--- config.mk ---
export PLATFORM = sky130hd
export DESIGN_NAME = seg_scan_ctrl
export DESIGN_NICKNAME = d
export VERILOG_FILES = /design/src/rtl/seg_scan_ctrl.sv
export SDC_FILE = /design/constraint.sdc
export NUM_CORES = 1
export LEC_CHECK = 0
export CAP_MARGIN = 0
export CORE_UTILIZATION = 25
export CTS_BUF_LIST = sky130_fd_sc_hd__clkbuf_4 sky130_fd_sc_hd__clkbuf_8
export CTS_CLUSTER_SIZE = 14
export DETAILED_ROUTE_END_ITERATION = 8
export PLACE_DENSITY = 0.43
export RECOVER_POWER = 25
export SYNTH_ARGS = -nofsm -noshare
export SYNTH_HDL_FRONTEND = slang
export SYNTH_SLANG_ARGS = --single-unit
--- constraint.sdc ---
create_clock -name clk -period 6.2 [get_ports clk]
set_clock_uncertainty 0.1 [all_clocks]
set_input_delay 1.24 -clock clk [delete_from_list [all_inputs] [get_ports clk]]
set_output_delay 1.24 -clock clk [all_outputs]
set_load 0.005 [all_outputs]
--- src/rtl/seg_scan_ctrl.sv ---
// Multiplexed N-digit 7-segment scan controller: bank select, per-frame snapshot,
// one-hot digit scan, per-digit blink and PWM anode dimming.
module seg_scan_ctrl #(
    parameter int unsigned NUM_DIGITS = 4,
    parameter int unsigned SCAN_DIV   = 17,
    parameter int unsigned PWM_BITS   = 3,
    parameter int unsigned BLINK_DIV  = 25
) (
    input  logic                      clk,
    input  logic                      reset_,
    input  logic [4*NUM_DIGITS-1:0]   digits_a,
    input  logic [4*NUM_DIGITS-1:0]   digits_b,
    input  logic                      sel_b,
    input  logic                      blink_en,
    input  logic [NUM_DIGITS-1:0]     blink_mask,
    input  logic [NUM_DIGITS-1:0]     dp_in,
    input  logic [PWM_BITS-1:0]       brightness,
    output logic [NUM_DIGITS-1:0]     an,
    output logic [7:0]                catod,
    output logic                      frame_tick
);

    localparam int unsigned IDX_W = $clog2(NUM_DIGITS);
    localparam int unsigned CNT_W = $clog2(SCAN_DIV);
    localparam int unsigned BLK_W = (BLINK_DIV > 1) ? $clog2(BLINK_DIV) : 1;
    localparam int unsigned ON_W  = PWM_BITS + 1 + CNT_W;
    localparam int unsigned DIG_W = 4 * NUM_DIGITS;

    logic [CNT_W-1:0]      slot_cnt;
    logic [IDX_W-1:0]      idx;
    logic [BLK_W-1:0]      blink_cnt;
    logic                  blink_phase;   // 1 = hidden
    logic                  load_pending;
    logic [DIG_W-1:0]      snap_digits;
    logic [NUM_DIGITS-1:0] snap_mask;
    logic [NUM_DIGITS-1:0] snap_dp;
    logic [PWM_BITS-1:0]   bri_q;

    logic                  slot_last_c;
    logic                  idx_last_c;
    logic                  eof_c;
    logic [ON_W-1:0]       on_cycles_c;
    logic [3:0]            cur_digit_c;
    logic                  blank_c;
    logic                  lit_c;
    logic [NUM_DIGITS-1:0] an_nxt_c;
    logic [7:0]            catod_nxt_c;

    function automatic logic [6:0] seg_decode(input logic [3:0] hex);
        logic [6:0] seg;
        case (hex)
            4'h0: seg = 7'h40;
            4'h1: seg = 7'h79;
            4'h2: seg = 7'h24;
            4'h3: seg = 7'h30;
            4'h4: seg = 7'h19;
            4'h5: seg = 7'h12;
            4'h6: seg = 7'h02;
            4'h7: seg = 7'h78;
            4'h8: seg = 7'h00;
            4'h9: seg = 7'h10;
            4'hA: seg = 7'h08;
            4'hB: seg = 7'h03;
            4'hC: seg = 7'h46;
            4'hD: seg = 7'h21;
            4'hE: seg = 7'h06;
            default: seg = 7'h0E;
        endcase
        return seg;
    endfunction

    // Scan position, PWM window and next registered pin values
    always_comb begin
        slot_last_c = (slot_cnt == CNT_W'(SCAN_DIV - 1));
        idx_last_c  = (idx == IDX_W'(NUM_DIGITS - 1));
        eof_c       = slot_last_c && idx_last_c;
        on_cycles_c = ON_W'(((ON_W'(bri_q) + ON_W'(1)) * ON_W'(SCAN_DIV - 1)) >> PWM_BITS);
        cur_digit_c = snap_digits[{idx, 2'b00} +: 4];
        blank_c     = blink_en && blink_phase && snap_mask[idx];
        lit_c       = (slot_cnt != '0) && (ON_W'(slot_cnt) <= on_cycles_c) && !blank_c;
        an_nxt_c    = '1;
        catod_nxt_c = 8'hFF;
        if (lit_c) begin
            an_nxt_c    = ~(NUM_DIGITS'(1) << idx);
            catod_nxt_c = {~snap_dp[idx], seg_decode(cur_digit_c)};
        end
    end

    always_ff @(posedge clk) begin
        if (reset_) begin
            slot_cnt     <= '0;
            idx          <= '0;
            blink_cnt    <= '0;
            blink_phase  <= 1'b0;
            load_pending <= 1'b1;
            snap_digits  <= '0;
            snap_mask    <= '0;
            snap_dp      <= '0;
            bri_q        <= '0;
            an           <= '1;
            catod        <= 8'hFF;
            frame_tick   <= 1'b0;
        end else begin
            slot_cnt <= slot_last_c ? '0 : slot_cnt + CNT_W'(1);
            if (slot_last_c) begin
                idx <= idx_last_c ? '0 : idx + IDX_W'(1);
            end
            frame_tick <= eof_c;

            // Tear-free: display content only changes at frame boundaries
            if (eof_c || load_pending) begin
                snap_digits  <= sel_b ? digits_b : digits_a;
                snap_mask    <= blink_mask;
                snap_dp      <= dp_in;
                load_pending <= 1'b0;
            end

            if (eof_c) begin
                if (blink_cnt == BLK_W'(BLINK_DIV - 1)) begin
                    blink_cnt   <= '0;
                    blink_phase <= ~blink_phase;
                end else begin
                    blink_cnt <= blink_cnt + BLK_W'(1);
                end
            end

            if (slot_cnt == '0) begin
                bri_q <= brightness;
            end

            an    <= an_nxt_c;
            catod <= catod_nxt_c;
        end
    end

endmodule
; After elaboration in Yosys (flattened, before gate mapping)
; Memories as Yosys holds them, arrays and structs flattened. A register that Yosys moved wholly into a read port is not among the register bits.
; Index checks and enable logic that the tools add are counted.
; W data, S select, Z words.
[word_totals]
inputBits = 47
regBits = 54
n_memories = 1
rom_bits = 112
[op_classes]
shift = 2
bitwise_logic = 4
magnitude_cmp = 2
n_mux = 7
n_reduce_logical = 12
n_eq_ne = 3
add_sub_neg = 4
[memory_table]
columns = name, depth, width, rd, rd_ports_with_merged_regs, wr, line_no
row1 = (name not given), 16, 7, 1, 1, 0, 51  ; case (hex)
[ops]
columns = op, count
row1 = $mux W16, 1
row2 = $shiftx A16 B5 Y4, 1
row3 = $add A5 B1 Y5 const B, 2
row4 = $eq A5 B5 Y1 const B, 2
row5 = $le A5 B5 Y1, 1
row6 = $logic_and A1 B1 Y1, 5
row7 = $logic_not A5 Y1, 1
row8 = $mux W5, 1
row9 = $reduce_bool A5 Y1, 1
row10 = $add A3 B1 Y4 const B, 1
row11 = $bmux W1 S2, 2
row12 = $not A4 Y4, 1
row13 = $reduce_or A2 Y1, 2
row14 = $shl A1 B2 Y4 const A, 1
row15 = $lt A2 B3 Y1 const B, 1
row16 = $not A1 Y1, 3
row17 = $add A2 B1 Y2 const B, 1
row18 = $eq A2 B2 Y1 const B, 1
row19 = $mux W1, 2
row20 = $mux W2, 1
row21 = $reduce_and A2 Y1, 1
row22 = $logic_not A1 Y1, 1
row23 = $logic_or A1 B1 Y1, 1

; Depth between registers and ports, before layout
; Gate-level depths: netlist (run 1).
[depth]
ltp_word = 7
ltp_mapped = 8

; Worst setup path before layout (run 1)
; No wires, ideal clock.
[synth_path]
kind = input-to-reg
from = in reset_
to = reg catod[1]
t_arrival_ns = 2.021
t_required_ns = 5.976
path_buffers = 2
setup_ns = 0.124
path_slack_ns = 3.955
cell_stages = 5
path_cell_list = clkbuf_1 a311o_1 a21oi_2 buf_6 o211ai_2
[synth_between]
elab_chain_cells = 1
[synth_rtl]
columns = element, line_no
row1 = "start, declared", 10  ; input logic reset_,
row2 = $reduce_or A2 Y1 (no source line), --
row3 = "end, declared", 19  ; output logic [7:0] catod,
; Every way passes these cells.
; A chain may end at the register's enable or synchronous reset.

; Final worst setup path (run 1)
[layout_path]
from = in reset_
to = reg catod[2]
; The elaborated chain is that of the path after synthesis.

==> results of run 1 <==
## where the power goes
group | switching, mW | internal (mW)
sequential | 0.0112 | 0.369
combinational | 0.0568 | 0.0745
clock | 0.122 | 0.0811
total | 0.190 | 0.525
## critical path, stage by stage
cell and delay (ns):
dlygate4sd3_1 0.53, clkbuf_1 0.61, a311o_1 0.53, a21oi_2 0.41
o311ai_0 0.24
## flip-flops by register name, summed over array words and instances (netlist names)
register and count:
snap_digits 16, catod 8, blink_cnt 5, slot_cnt 5, an 4, snap_dp 4
snap_mask 4, bri_q 3, idx 2, blink_phase 1, frame_tick 1, load_pending 1
## metal layers
| layer | share of wire (%) | up-vias |
|---|---|---|
| met3 | 4.1 | 6 |
| met1 | 49 | 904 |
| met4 | 1.4 | 0 |
| li1 | - | 1061 |
| met2 | 45 | 45 |
| met5 | 0 | - |
## how the worst max path moves through the flow
stage	to	slack (ns)	startpoint
after floorplan	catod[1]	3.96	reset_
after global placement	catod[2]	3.04	reset_
after detailed placement	catod[2]	3.02	reset_
after CTS	catod[2]	3.34	reset_
after global routing	catod[2]	2.48	reset_
final	catod[2]	2.68	reset_
## stage by stage
stage | hold WS [ns] | std cells | util, % | power [mW]
2_1_floorplan | 0.329 | 279 | - | 0.464
3_3_place_gp | 0.338 | 460 | 32.3 | 0.522
3_5_place_dp | 0.346 | 460 | 32.3 | 0.523
4_1_cts | 0.362 | 468 | 33.2 | 0.731
5_1_grt | 0.381 | 468 | 33.2 | 0.760
6_report | 0.360 | 468 | 33.2 | 0.715
## kinds of logic (layout without fill, tap and decap cells)
logic type | count (synthesis) | in the layout
compound gates | 45 | 45
xor+xnor | 11 | 11
fa+ha+maj | 19 | 19
buf+inv | 30 | 83
flops | 54 | 54
mux | 30 | 30
simple gates | 90 | 90
## cell usage after synthesis
cell,n
nor4b_2,1
and4bb_2,1
nand2b_1,3
o21ai_0,5
and2_1,1
ha_1,19
nor2_2,1
o211ai_1,3
nand3_1,5
inv_1,13
mux2_2,2
a21oi_1,14
buf_6,3
o211ai_2,1
nor2_1,37
a211oi_1,16
a21oi_2,1
xnor2_1,3
mux2i_1,23
or3_1,1
inv_2,1
nand4_1,4
buf_2,6
nand2_1,33
a22oi_1,2
clkbuf_1,7
a311o_1,1
dfxtp_1,54
nor2b_1,2
o311ai_0,1
or2_2,1
o221ai_1,1
mux4_2,5
xor2_1,8
## cell type report
type,count,area share [%]
clock buffer,5,2.03
multi-input combinational,195,41.2
inverter,14,1.55
sequential,54,31.8
timing repair buffer,61,17.7
tap,136,5.01
clock inverter,3,0.700
==> flow_metrics.env, run 1 <==
export IMPL_synthAdderAreaFrac_pct=9.07
export IMPL_synth_compound_area_share_pct=11.5
export IMPL_yosysWarnings=0
export IMPL_synth_top_family_by_area="simple AND/OR/NAND/NOR gates"
export IMPL_synth_seq_area_share_pct=41.2
export IMPL_ctsHoldBuffers=0
export IMPL_tightest_slew_ns=1.60
export IMPL_post_cts_resized=0
export IMPL_fin_nets=397
export IMPL_drt_drc_violations_left=0
export IMPL_grt_pass1_wl_um=8910
export IMPL_synth_cells=279
export IMPL_period_minus_slack_ns=3.52
export IMPL_hold_viol=0
export IMPL_regArea_um2=1080
export IMPL_clk_latency_ns=0.31
export IMPL_critical_path_class="primary input to register"
export IMPL_cts_root_buffer_cell="clkbuf_8"
export IMPL_wirelength_um=5400
export IMPL_hold_class="register to register"
export IMPL_synth_area_per_cell_um2=9.40
export IMPL_crit_arrival_ns=3.57
export IMPL_syn_num_nets=345
export IMPL_core_region_area_um2=10200
export IMPL_grt_use_met3_pct=2.26
export IMPL_multi_input_comb_area_um2=1400
export IMPL_grt_pass1_vias=1899
export IMPL_worst_path_max_fanout=36
export IMPL_h_tree_depth=2
export IMPL_hpwl_um=4020
export IMPL_area_growth_syn_to_layout_pct=29.5
export IMPL_max_cap_viol_count=1
export IMPL_grt_busiest_layer="met2"
export IMPL_grt_usage_pct=10.2
export IMPL_rr_startpoint="idx[0]"
export IMPL_drt_first_pass_iters=4
export IMPL_relSlewSlack_pct=-6.66
export IMPL_critPathLaunchType="primary input"
export IMPL_power_density_nw_per_um2=211
export IMPL_place_ws_ns=3.02
export IMPL_leakagePower_nw=1.32
export IMPL_clkTransAtPathRegs_ns=0.10
export IMPL_rsz0062_at_grt="no"
export IMPL_fmax_ghz=0.284
export IMPL_mostFrequentLayoutCell="clkdlybuf4s50_1"
export IMPL_initial_utilization_pct=25.6
export IMPL_fin_ws_ns=2.68
export IMPL_diodes=0
export IMPL_status="finished, violations left"
export IMPL_netlist_area_um2=2620
export IMPL_numCtsBuffers=5
export IMPL_grt_max_degree=41
export IMPL_synthMuxAreaShare_pct=13.9
export IMPL_violations="capacitance limit, slew limit"
export IMPL_wl_per_cell_um=11.5
export IMPL_setup_viol=0
export IMPL_whs_path_depth=2
export IMPL_fin_crit_sh_pct=56.8
export IMPL_layout_common_cells="clkdlybuf4s50_1, dfxtp_1, nor2_1"
export IMPL_r2r_end="catod[2]"
export IMPL_cp_end_kind="register"
export IMPL_synth_top_area_cell="dfxtp_1"
export IMPL_clock_sinks=54
export IMPL_postRouteAntennaNets=0
export IMPL_dieArea_um2=10900
export IMPL_post_cts_buffers=0
export IMPL_die_x_um=104
export IMPL_io_pins=60
export IMPL_vias_per_cell=4.31
export IMPL_tns_ns=0
export IMPL_synth_seq_cells=54
export IMPL_finalInstanceArea_um2=3400
export IMPL_vias=2016
export IMPL_yosys_area_share_simple_pct=15.1
export IMPL_reg2reg_depth=4
export IMPL_use_met2_pct=16.0
export IMPL_slew_violations=37
export IMPL_dpl_cell_area_um2=3310
export IMPL_min_from="snap_mask[3]"
export IMPL_r2r_slack_ns=3.50
export IMPL_drt_iter0_markers=40
export IMPL_post_route_cells_drive_above_1_share_pct=6.93
export IMPL_die_h_um=104
export IMPL_fill_cells=1060
export IMPL_synth_cell_types=34
export IMPL_irDropWorstVdd_v=0.0000854
export IMPL_portBuffers=59
export IMPL_grt_ovfl_total=0
export IMPL_yosys_top_cells_area="dfxtp_1, ha_1, mux2i_1"
export IMPL_cts_path_max_buffers=2
export IMPL_required_ns=6.25
export IMPL_cts_tree="yes"
export IMPL_synth_xor_area_share_pct=3.68
export IMPL_gp_congestion=0.743
export IMPL_hold_path_end="snap_mask[3]"
export IMPL_yosysTopAreaCellShare_pct=41.2
export IMPL_antenna_found_initial=0
export IMPL_use_met1_pct=13.8
export IMPL_fp_row_count=37
Power figures use the tool's default switching activity.
==> run 2, diff against run 1 <==
clock period = 3.6 ns   (was 6.2 ns; I/O delays follow)
==> run 2 against run 1 <==
The flow still finishes with violations (capacitance limit, slew limit). Power grew 75%. Via count fell by 0.99%. Worst setup slack worse by 1.8 ns. Clock power is 81% higher. Design area up 0.63%. Sequential share of layout area shrank 0.20 points. Die area did not move. Non-clock buffer count grew 2. Largest cell class unchanged. Highest routed layer unchanged.
==> flow_metrics.env, run 2 (synthesis results as in run 1) <==
export IMPL_finalInstanceArea_um2=3420
export IMPL_hold_viol=0
export IMPL_min_from="snap_dp[2]"
export IMPL_layout_common_cells="clkdlybuf4s50_1, dfxtp_1, nor2_1"
export IMPL_gp_congestion=0.717
export IMPL_grt_pass1_vias=1964
export IMPL_critPathLaunchType="primary input"
export IMPL_rr_startpoint="idx[0]"
export IMPL_ctsHoldBuffers=0
export IMPL_tightest_slew_ns=1.58
export IMPL_grt_max_degree=39
export IMPL_portBuffers=59
export IMPL_fmax_ghz=0.367
export IMPL_whs_path_depth=2
export IMPL_hold_path_end="snap_dp[2]"
export IMPL_drt_iter0_markers=57
export IMPL_cts_tree="yes"
export IMPL_intPower_mw=0.923
export IMPL_post_cts_resized=0
export IMPL_place_inst=462
export IMPL_reg_largest_list="snap_digits x16, catod x8"
export IMPL_dieArea_um2=10900
export IMPL_critical_path_class="primary input to register"
export IMPL_wl_per_cell_um=11.8
export IMPL_p_sw_mw=0.328
export IMPL_fill_cells=1082
export IMPL_grt_usage_pct=10.9
export IMPL_max_cap_viol_count=1
export IMPL_finalNonFillerCells=470
export IMPL_core_region_area_um2=10200
export IMPL_hold_class="register to register"
export IMPL_regArea_um2=1080
export IMPL_r2r_slack_ns=1.14
export IMPL_cts_root_buffer_cell="clkbuf_8"
export IMPL_antenna_found_initial=0
export IMPL_diodes=0
export IMPL_pwr_share_clk_pct=29.4
export IMPL_crit_arrival_ns=2.84
export IMPL_setup_viol=0
export IMPL_clkTransAtPathRegs_ns=0.10
export IMPL_leakagePower_nw=1.33
export IMPL_io_pins=60
export IMPL_worst_path_max_fanout=35
export IMPL_slew_violations=36
export IMPL_cp_end_kind="register"
export IMPL_grt_ovfl_total=0
export IMPL_combPwrFrac_pct=18.1
export IMPL_swShare_pct=26.3
export IMPL_rsz0062_at_grt="no"
export IMPL_required_ns=3.71
export IMPL_tns_ns=0
export IMPL_fp_row_count=37
export IMPL_numCtsBuffers=5
export IMPL_grt_pass1_wl_um=9520
export IMPL_wirelength_um=5560
export IMPL_r2r_end="catod[2]"
export IMPL_period_minus_slack_ns=2.73
export IMPL_cts_path_max_buffers=2
export IMPL_status="finished, violations left"
export IMPL_fin_crit_sh_pct=75.8
export IMPL_vias_per_cell=4.25
export IMPL_place_ws_ns=1.07
export IMPL_multi_input_comb_area_um2=1400
export IMPL_vias=1996
export IMPL_fin_ws_ns=0.873
export IMPL_clock_sinks=54
export IMPL_die_x_um=104
export IMPL_post_route_cells_drive_above_1_share_pct=7.49
export IMPL_seqPwrFrac_pct=52.4
export IMPL_drt_drc_violations_left=0
export IMPL_largest_reg_flops=16
export IMPL_die_h_um=104
export IMPL_power_density_nw_per_um2=366
export IMPL_initial_utilization_pct=25.6
export IMPL_drt_first_pass_iters=4
export IMPL_clk_latency_ns=0.31
export IMPL_postRouteAntennaNets=0
export IMPL_fin_nets=399
export IMPL_mostFrequentLayoutCell="clkdlybuf4s50_1"
export IMPL_post_cts_buffers=0
export IMPL_relSlewSlack_pct=-5.61
export IMPL_reg2reg_depth=5
export IMPL_h_tree_depth=2
export IMPL_violations="capacitance limit, slew limit"
export IMPL_dpl_cell_area_um2=3320
export IMPL_irDropWorstVdd_v=0.000151
export IMPL_area_growth_syn_to_layout_pct=30.4
export IMPL_power_total_mw=1.25
export IMPL_hpwl_um=4120
export IMPL_top_register="snap_digits"
[run 2: cell types whose count changed in the layout (fill, tap and decap cells not counted)]
cell and change:
clkbuf_8 +1, clkdlybuf4s50_1 -3, buf_4 +2, dlygate4sd3_1 +3, clkinvlp_4 -1
[run 2: metal layers]
layer  part of all wire, %  track usage, %  up-vias  wire length [µm]
li1                      -               -     1062                 -
met1                    50            14.5      884              2790
met2                    44            17.1       45              2460
met3                   4.0            2.63        5               223
met4                   1.4            3.98        0                77
met5                     0               0        -                 0
[run 2: through the flow]
step / hold WS, ns / util [%]
after floorplan: 0.329 / -
after detailed placement: 0.345 / 32.5
after CTS: 0.360 / 33.4
final: 0.357 / 33.4
after global placement: 0.336 / 32.5
after global routing: 0.382 / 33.4
[run 2: worst max-delay path by stage]
stage	start	endpoint	slack (ns)
5_1_grt	reset_	slot_cnt[4]	0.64
4_1_cts	idx[0]	catod[2]	1.10
6_report	reset_	slot_cnt[4]	0.87
3_3_place_gp	idx[0]	catod[2]	1.08
2_1_floorplan	idx[0]	catod[0]	1.56
3_5_place_dp	sel_b	snap_digits[1]	1.07
[run 2: area by class of cell]
| type | count | share of cell area [%] |
|---|---|---|
| clock inverters | 2 | 0.476 |
| inverters | 14 | 1.54 |
| repair buffers | 63 | 18.1 |
| clock buffers | 6 | 2.42 |
| well taps | 136 | 4.98 |
| flip-flops and latches | 54 | 31.6 |
| multi-input cells | 195 | 40.9 |
[run 2: worst max-delay path, stage by stage]
cell           delay (ns)
dlygate4sd3_1        0.55
clkbuf_1             1.16
or2_2                0.34
nor2_1               0.06
[run 2: power groups by stage]
stage | Sequential, mW | Combinational (mW) | Clock [mW]
floorplan | 0.666 | 0.132 | 0
global placement | 0.670 | 0.231 | 0
detailed placement | 0.671 | 0.233 | 0
CTS | 0.657 | 0.233 | 0.390
global route | 0.662 | 0.257 | 0.410
finish | 0.656 | 0.227 | 0.368
==> run 3, diff against run 2 <==
PLACE_DENSITY = 0.44   (was 0.43)
clock period = 2.3 ns   (was 3.6 ns; I/O delays follow)
==> run 3 against run 2 <==
The run now ends clean. Core utilization is 0.46 points higher. Non-clock buffer count is 4 higher. Clock power is 46% higher. Register-to-register slack worse by 0.95 ns. Sequential share of layout area is 0.43 points lower. Critical path depth is 2 higher. First-iteration DRC count is 7.0% lower. Combinational power is 59% higher. Critical endpoint is now catod[0]. Largest cell class unchanged.
==> flow_metrics.env, run 3 (synthesis results as in run 1) <==
export IMPL_fp_row_count=37
export IMPL_grt_ovfl_total=0
export IMPL_finalNonFillerCells=474
export IMPL_slowest_delay_ns=0.58
export IMPL_place_inst=466
export IMPL_wirelength_um=5480
export IMPL_setup_viol=0
export IMPL_finalInstanceArea_um2=3460
export IMPL_swShare_pct=25.8
export IMPL_grt_max_degree=39
export IMPL_hold_viol=0
export IMPL_grt_pass1_wl_um=8940
export IMPL_critical_path_class="register to register"
export IMPL_critPathLaunchType="register"
export IMPL_wl_met3_um=224
export IMPL_clk_latency_ns=0.30
export IMPL_fin_hold_ws_ns=0.360
export IMPL_drt_iter0_markers=53
export IMPL_vias=2001
export IMPL_post_route_cells_drive_above_1_share_pct=8.88
export IMPL_clkTransAtPathRegs_ns=0.09
export IMPL_gp_congestion=0.761
export IMPL_reg_largest_list="snap_digits x16, catod x8"
export IMPL_layout_common_cells="dfxtp_1, clkdlybuf4s50_1, nor2_1"
export IMPL_drt_met1_wl_um=2820
export IMPL_crit_chain="buf_12, mux4_2, ha_1, or3_1, o221ai_1, nand2_1"
export IMPL_portBuffers=59
export IMPL_tightest_slew_ns=0.726
export IMPL_antenna_found_initial=0
export IMPL_diodes=0
export IMPL_die_h_um=104
export IMPL_hpwl_um=4200
export IMPL_fill_cells=1081
export IMPL_dieArea_um2=10900
export IMPL_seqPwrFrac_pct=53.3
export IMPL_clock_sinks=54
export IMPL_leakagePower_nw=1.36
export IMPL_largest_reg_flops=16
export IMPL_fin_crit_sh_pct=91.5
export IMPL_drt_drc_violations_left=0
export IMPL_grt_usage_pct=10.4
export IMPL_post_cts_resized=0
export IMPL_hold_class="register to register"
export IMPL_top_register="snap_digits"
export IMPL_vias_per_cell=4.22
export IMPL_max_cap_viol_count=0
export IMPL_cts_tree="yes"
export IMPL_intPower_mw=1.43
export IMPL_p_sw_mw=0.496
export IMPL_initial_utilization_pct=25.6
export IMPL_drt_first_pass_iters=4
export IMPL_relSlewSlack_pct=51.6
export IMPL_top_layer="met4"
export IMPL_h_tree_depth=2
export IMPL_tns_ns=0
export IMPL_status="completed"
export IMPL_numCtsBuffers=5
export IMPL_dpl_cell_area_um2=3380
export IMPL_irDropWorstVdd_v=0.000246
export IMPL_cpMaxStageDelayCell="mux4_2"
export IMPL_period_minus_slack_ns=2.11
export IMPL_fin_nets=403
export IMPL_core_region_area_um2=10200
export IMPL_postRouteAntennaNets=0
export IMPL_post_cts_buffers=0
export IMPL_area_growth_syn_to_layout_pct=32.2
export IMPL_pwr_share_clk_pct=27.9
export IMPL_cts_path_max_buffers=2
export IMPL_power_density_nw_per_um2=556
export IMPL_required_ns=2.40
export IMPL_crit_arrival_ns=2.20
export IMPL_die_x_um=104
export IMPL_wl_per_cell_um=11.6
export IMPL_ctsHoldBuffers=0
export IMPL_grt_pass1_vias=1904
export IMPL_mostFrequentLayoutCell="dfxtp_1"
export IMPL_combPwrFrac_pct=18.8
export IMPL_cp_end_kind="register"
export IMPL_slew_violations=0
export IMPL_worst_path_max_fanout=12
export IMPL_fmax_ghz=0.475
export IMPL_dr_wl_met2_um=2350
export IMPL_io_pins=60
export IMPL_fin_ws_ns=0.195
export IMPL_rsz0062_at_grt="no"
export IMPL_place_ws_ns=0.192
export IMPL_cts_root_buffer_cell="clkbuf_8"
## run 3: through the flow
step	utilization (%)	power, mW
final	33.9	1.93
after global routing	33.9	2.04
after CTS	33.9	1.97
after detailed placement	33.0	1.42
after global placement	33.0	1.42
after floorplan	-	1.25
## run 3: cell type report
cell class / instances / area [µm²] / area share, %
Timing Repair Buffer: 67 / 673 / 19.4
Tap cell: 136 / 170 / 4.91
Clock buffer: 6 / 76.3 / 2.20
Sequential cell: 54 / 1080 / 31.2
Inverter: 14 / 52.6 / 1.52
Clock inverter: 2 / 13.8 / 0.397
Multi-Input combinational cell: 195 / 1400 / 40.3
## run 3: final timing paths
path | slack, ns | end | cells after the start | startpoint
setup / recovery | 0.19 | catod[0] | 6 | idx[0]
hold / removal | 0.36 | snap_mask[0] | 2 | snap_mask[0]
setup reg to reg | 0.19 | catod[0] | 6 | idx[0]
hold reg to reg | 0.36 | snap_mask[0] | 2 | snap_mask[0]
## run 3: routing by layer
layer | global-route usage [%] | up-vias
met3 | 2.57 | 4
met1 | 13.6 | 880
met2 | 16.2 | 44
met4 | 4.29 | 0
met5 | 0 | -
li1 | - | 1073
## run 3: power groups by stage
stage	Combinational, mW	Clock [mW]	Sequential [mW]
3_5_place_dp	0.374	0	1.05
3_3_place_gp	0.369	0	1.05
6_report	0.362	0.536	1.03
5_1_grt	0.405	0.603	1.04
2_1_floorplan	0.207	0	1.04
4_1_cts	0.375	0.566	1.03
## run 3: critical path: cells and delay by family, from the launching register on
family / cells / cell delay (ns)
simple gates: 2 / 0.43
mux: 1 / 0.58
buf+inv: 1 / 0.17
fa+ha+maj: 1 / 0.24
compound gates: 1 / 0.08
flops: 1 / 0.41
